## src/rtl/tlc_pkg.sv

```systemverilog
// Shared types and helpers for the multi-phase traffic controller.
// The demand-skip search is used only when TLC_DEMAND_SKIP_EN is defined in the top level.
package tlc_pkg;

    typedef enum logic [1:0] {
        ST_ALLRED = 2'd0,
        ST_GREEN  = 2'd1,
        ST_YELLOW = 2'd2,
        ST_FLASH  = 2'd3
    } tlc_state_e;

    // Upper bound on the phase count handled by the demand search.
    localparam int unsigned TLC_MAX_PHASES = 64;

    // The phase after cur, in cyclic order. With skip_en set, the first phase
    // after cur that has demand wins. cur itself is checked last. With no
    // demand anywhere, the result is plain round-robin.
    function automatic int unsigned tlc_next_phase(
        input int unsigned                cur,
        input int unsigned                n_phases,
        input logic [TLC_MAX_PHASES-1:0]  demand,
        input logic                       skip_en
    );
        int unsigned nxt;
        int unsigned idx;
        logic        found;
        nxt   = (cur + 32'd1 >= n_phases) ? 32'd0 : cur + 32'd1;
        found = 1'b0;
        if (skip_en) begin
            for (int unsigned k = 1; k <= TLC_MAX_PHASES; k++) begin
                idx = cur + k;
                if (idx >= n_phases) begin
                    idx = idx - n_phases;
                end
                if (!found && (k <= n_phases) && demand[idx[5:0]]) begin
                    nxt   = idx;
                    found = 1'b1;
                end
            end
        end
        return nxt;
    endfunction

endpackage

```

## src/rtl/tlc_interval_timer.sv

```systemverilog
// Loadable interval down-counter. done_o fires on the enabled cycle where the count is 1.
// A load takes priority over the decrement.
module tlc_interval_timer
    import tlc_pkg::*;
#(
    parameter int          CNT_W     = 16,
    parameter int unsigned RESET_VAL = 1
) (
    input  logic             clk,
    input  logic             reset,
    input  logic             enable_i,
    input  logic             load_i,
    input  logic [CNT_W-1:0] load_val_i,
    output logic             done_o
);

    logic [CNT_W-1:0] cnt_q;
    logic [CNT_W-1:0] cnt_d;

    always_comb begin
        cnt_d = cnt_q;
        if (load_i) begin
            cnt_d = load_val_i;
        end else if (enable_i) begin
            cnt_d = cnt_q - CNT_W'(1);
        end
    end

    always_ff @(posedge clk or posedge reset) begin
        if (reset) begin
            cnt_q <= CNT_W'(RESET_VAL);
        end else begin
            cnt_q <= cnt_d;
        end
    end

    assign done_o = enable_i && (cnt_q == CNT_W'(1));

endmodule

```

## src/rtl/multi_phase_traffic_controller.sv

```systemverilog
// Round-robin GREEN -> YELLOW -> ALL-RED sequencer over N_PHASES approaches, with maintenance flashing yellow.
// The TLC_DEMAND_SKIP_EN define makes the next green go to the next phase that has demand.
module multi_phase_traffic_controller
    import tlc_pkg::*;
#(
    parameter int N_PHASES   = 2,
    parameter int CNT_W      = 16,
    parameter int GREEN_CYC  = 50,
    parameter int YELLOW_CYC = 10,
    parameter int ALLRED_CYC = 5,
    parameter int FLASH_CYC  = 25,
    localparam int PH_W      = (N_PHASES > 1) ? $clog2(N_PHASES) : 1
) (
    input  logic                clk,
    input  logic                reset,
    input  logic                enable,
    input  logic                flash_req,
    input  logic [N_PHASES-1:0] demand,
    output logic [N_PHASES-1:0] R,
    output logic [N_PHASES-1:0] Y,
    output logic [N_PHASES-1:0] G,
    output logic [PH_W-1:0]     phase,
    output logic                cycle_start
);

`ifdef TLC_DEMAND_SKIP_EN
    localparam logic SKIP_EN = 1'b1;
`else
    localparam logic SKIP_EN = 1'b0;
`endif

    tlc_state_e          state_q, state_d;
    logic [PH_W-1:0]     phase_q, phase_d;
    logic                flash_on_q, flash_on_d;
    logic [N_PHASES-1:0] r_q, r_d, y_q, y_d, g_q, g_d;
    logic                cs_q, cs_d;

    logic                     tmr_load;
    logic [CNT_W-1:0]         tmr_val;
    logic                     tmr_done;
    logic [TLC_MAX_PHASES-1:0] demand_ext;

    assign demand_ext = TLC_MAX_PHASES'(demand);

    tlc_interval_timer #(
        .CNT_W     (CNT_W),
        .RESET_VAL (ALLRED_CYC)
    ) u_timer (
        .clk        (clk),
        .reset      (reset),
        .enable_i   (enable),
        .load_i     (tmr_load),
        .load_val_i (tmr_val),
        .done_o     (tmr_done)
    );

    // Every state change happens on timer expiry, so the timer reloads on each one.
    always_comb begin
        state_d    = state_q;
        phase_d    = phase_q;
        flash_on_d = flash_on_q;
        tmr_load   = 1'b0;
        tmr_val    = CNT_W'(ALLRED_CYC);
        if (tmr_done) begin
            tmr_load = 1'b1;
            case (state_q)
                ST_GREEN: begin
                    state_d = ST_YELLOW;
                    tmr_val = CNT_W'(YELLOW_CYC);
                end
                ST_YELLOW: begin
                    state_d = ST_ALLRED;
                    tmr_val = CNT_W'(ALLRED_CYC);
                end
                ST_ALLRED: begin
                    if (flash_req) begin
                        state_d    = ST_FLASH;
                        flash_on_d = 1'b1;
                        tmr_val    = CNT_W'(FLASH_CYC);
                    end else begin
                        state_d = ST_GREEN;
                        phase_d = PH_W'(tlc_next_phase(32'(phase_q), N_PHASES,
                                                       demand_ext, SKIP_EN));
                        tmr_val = CNT_W'(GREEN_CYC);
                    end
                end
                ST_FLASH: begin
                    if (flash_req) begin
                        flash_on_d = ~flash_on_q;
                        tmr_val    = CNT_W'(FLASH_CYC);
                    end else begin
                        state_d    = ST_ALLRED;
                        phase_d    = PH_W'(N_PHASES - 1);
                        flash_on_d = 1'b0;
                        tmr_val    = CNT_W'(ALLRED_CYC);
                    end
                end
            endcase
        end
    end

    // Lamps are decoded from the next state, so they register together with it.
    always_comb begin
        r_d = '1;
        y_d = '0;
        g_d = '0;
        case (state_d)
            ST_GREEN: begin
                g_d[phase_d] = 1'b1;
                r_d[phase_d] = 1'b0;
            end
            ST_YELLOW: begin
                y_d[phase_d] = 1'b1;
                r_d[phase_d] = 1'b0;
            end
            ST_FLASH: begin
                r_d = '0;
                y_d = {N_PHASES{flash_on_d}};
            end
            default: ;
        endcase
        cs_d = tmr_done && (state_d == ST_GREEN) && (phase_d == '0);
    end

    always_ff @(posedge clk or posedge reset) begin
        if (reset) begin
            state_q    <= ST_ALLRED;
            phase_q    <= PH_W'(N_PHASES - 1);
            flash_on_q <= 1'b0;
            r_q        <= '1;
            y_q        <= '0;
            g_q        <= '0;
            cs_q       <= 1'b0;
        end else begin
            state_q    <= state_d;
            phase_q    <= phase_d;
            flash_on_q <= flash_on_d;
            r_q        <= r_d;
            y_q        <= y_d;
            g_q        <= g_d;
            cs_q       <= cs_d;
        end
    end

    assign R           = r_q;
    assign Y           = y_q;
    assign G           = g_q;
    assign phase       = phase_q;
    assign cycle_start = cs_q;

endmodule

```

## config.mk

```make
export PLATFORM = sky130hd
export DESIGN_NAME = multi_phase_traffic_controller
export DESIGN_NICKNAME = d
export VERILOG_FILES = /design/src/rtl/tlc_pkg.sv /design/src/rtl/tlc_interval_timer.sv /design/src/rtl/multi_phase_traffic_controller.sv
export SDC_FILE = /design/constraint.sdc
export NUM_CORES = 1
export LEC_CHECK = 0
export CORE_ASPECT_RATIO = 0.8
export CORE_MARGIN = 1
export CORE_UTILIZATION = 35
export DETAILED_ROUTE_END_ITERATION = 6
export HOLD_SLACK_MARGIN = 0.03
export PLACE_DENSITY_LB_ADDON = 0.3
export SETUP_SLACK_MARGIN = 0.4
export SLEW_MARGIN = 30
export SYNTH_ARGS = -nofsm -noshare
export SYNTH_HDL_FRONTEND = slang
export SYNTH_HIERARCHICAL = 1
export SYNTH_SLANG_ARGS = --single-unit
```

## constraint.sdc

```tcl
create_clock -name clk -period 3.96 [get_ports clk]
set_input_delay 0.594 -clock clk [delete_from_list [all_inputs] [get_ports clk]]
set_output_delay 0.594 -clock clk [all_outputs]
set_load 0.01 [all_outputs]
```

==> metrics <==
Place WS 0.710 ns; Wirelength per Cell 12.2 um; average size of a mapped cell 9.62 sq um; drt initial violations 70; Final Worst Setup Slack 1.01 ns; RSZ-0062 raised after global routing false; area of the multi-input gates 930 sq um; Routed WL 3040 um; simple-gate share of the synthesized area 23.9%; DP Wirelength 2260 um; worst skew pair latency 0.27 ns; fin. max-slew vios 0; vias in the first global route 1144; postcts setup bufs 0; crit path time final 2.95 ns; critical path data required time 4.16 ns; Die H 63.1 um; Inserted Clock Buffers 3; xor-xnor portion of the synthesized cell area 7.50%; Rel. slew slack 56.7%; initial core utilization 37.7%; global route overflow 0; core area 4340 sq um; FFs w/ async S/R, synth 100%; Die Area 4950 sq um; f_max 0.338 GHz; Worst R2R Setup Slack 1.15 ns; via count 1184; reg2reg start u_timer/cnt_q[4]; ranking of synthesized cells by area dfrtp_1, ha_1, dfstp_2; Placement Cell Area 1880 sq um; PortBufs 11; dpl cells 246; I/O pin total 14; Synth Area in Compound Gates 12.2%; Synth top area share 33.7%; Pleak 0.819 nW; post_cts resized 0; Worst Hold Class register to register; Most Used Layer, Global Route met1; yosys warns 6; met3 global-route usage 3.48%; Routed Antenna Nets 0; number of synthesized register bits 27; Worst Setup EP Y[1]; P&R area growth vs syn 17.5%; final instance area 1920 sq um; grt met1 use 21.2%; Diodes inserted 0; Via density 4.74; Total GRT Usage 14.3%; Final Setup Violations 0; Synth Cell Area 1640 sq um; Setup Skew 0.00156 ns; largest net degree at the start of global routing 24; CP startpoint enable; RR Endpoint Y[1]; number of remaining DRC errors 0; Mapped Cells 170; CP startpoint kind input pin; Post-synth top flop dfrtp_1; CTS tree yes; power density cells 558 nW/um^2; Total Power 0.00107 W; CTS root buf clkbuf_8; crit path capture type register; Worst Path Max Fanout 23; Final Cycle Share 74.6%; max-cap violation count 0; clock-pin slew on the worst setup and hold paths 0.09 ns; Die W 78.4 um; first-pass GRT wire length 5460 um; WP data arrival 3.16 ns; Max H-tree Level 1; count of hold-fix buffers inserted at cts 0; Fill cells 437; # rows 21; Crit Path Class input pin to register; Finished Layout Cells 250; FF-to-FF path depth 10; Critical Path Max Stage Delay 0.60 ns; EDFF count, synth 0; Final #Nets 212; Commonest cells post-synth nand2_1, dfrtp_1, inv_1, ha_1, o21ai_0; most common cell in the netlist nand2_1; setup_tns 0 ns; drt pass-1 iters 4; post-synth top area cell dfrtp_1; Crit path top cell by count nand2_1; post-synthesis mux area share 1.30%; Sink Count 27; layout cells sized above 1 9.84%; Sequential Area 682 sq um; Worst Tran Pin Value 0.649 ns; GP Congestion 0.710; register area share after synthesis 41.7%; crit path cell chain clkdlybuf4s50_1 -> nor3b_2 -> nand2_1 -> nor4b_2 -> buf_12 -> nand2_1 -> a22o_1 -> inv_1 -> ha_1 -> or3b_1 -> a21oi_1; clk buf depth 2; Slowest-stage cell, CP clkdlybuf4s50_1; outcome complete, no violations; Final Hold Vio Count 0; initial antenna violation count 0; Synth cell types 46; Synth Area in Adders 9.18%; met2 Resource Use GR 20.3%; main combinational cell family by area after synthesis simple AND/OR/NAND/NOR gates; Peak VDD IR 230 uV
-- flip-flops by register name, indices dropped and copies added, names as in the netlist --
signal / flops
u_timer/cnt_q: 16
R: 2
cycle_start: 1
phase: 1
flash_on_q: 1
G: 2
state_q: 2
Y: 2
-- how the worst min path moves through the flow --
stage	start	endpoint	slack [ns]	depth (start not counted)
floorplan	reset	G[0]	0.44	1
detailed placement	flash_on_q	flash_on_q	0.56	1
global placement	flash_on_q	flash_on_q	0.55	1
global route	flash_on_q	flash_on_q	0.61	1
CTS	flash_on_q	flash_on_q	0.58	1
finish	flash_on_q	flash_on_q	0.58	1
-- metrics by stage --
| step | utilization (%) | hold WS (ns) |
|---|---|---|
| after floorplan | - | 0.444 |
| after global placement | 43.3 | 0.555 |
| after detailed placement | 43.3 | 0.555 |
| after CTS | 44.3 | 0.582 |
| after global routing | 44.3 | 0.613 |
| final | 44.3 | 0.584 |
-- layer usage --
layer,up-vias,share of wire [%]
met5,-,0
met4,0,1.1
met3,2,2.0
met2,12,42
met1,554,55
li1,616,-
-- placed cells by master, fill, tap and decap left out, types with 3 or more instances in the layout --
cell             Yosys  layout
nand2_1             23      23
clkbuf_8             0       3
dfstp_2              5       5
xor2_1              10      10
o21ai_0             11      11
o21ai_1              8       8
clkdlybuf4s50_1      0      11
ha_1                12      12
and2_1               3       3
conb_1               1      10
xnor2_1              4       4
nor2_1               6       6
nand4_1              3       3
a21oi_1              4       4
nor3_1               3       3
inv_1               13      13
dfrtp_1             22      22
-- logic make-up after synthesis --
family                   count (synthesis)
flip-flops                              27
buffers and inverters                   17
adder cells (fa/ha/maj)                 12
XOR/XNOR                                14
other                                    1
multiplexers                             2
AND/OR/NAND/NOR                         64
AO/OA/AOI/OAI                           33
-- worst max-delay path, delay by kind of cell --
| family | cells | cell delay (ns) |
|---|---|---|
| AO/OA/AOI/OAI | 2 | 0.41 |
| adder cells (fa/ha/maj) | 1 | 0.15 |
| buffers and inverters | 3 | 0.88 |
| AND/OR/NAND/NOR | 5 | 1.10 |
-- power by group --
part           switching, W  total [W]  internal (W)
Sequential         0.000116   0.000503      0.000387
Combinational      0.000213   0.000413      0.000200
Clock             0.0000841   0.000156     0.0000720
-- area by class of cell --
| cell class | count | area share (%) |
|---|---|---|
| multi-input combinational | 135 | 48.4 |
| sequential | 27 | 35.5 |
| timing repair buffer | 14 | 7.55 |
| tap | 57 | 3.71 |
| inverter | 13 | 2.54 |
| clock buffer | 4 | 2.34 |
Note: power is estimated with default switching activity, not from simulation.
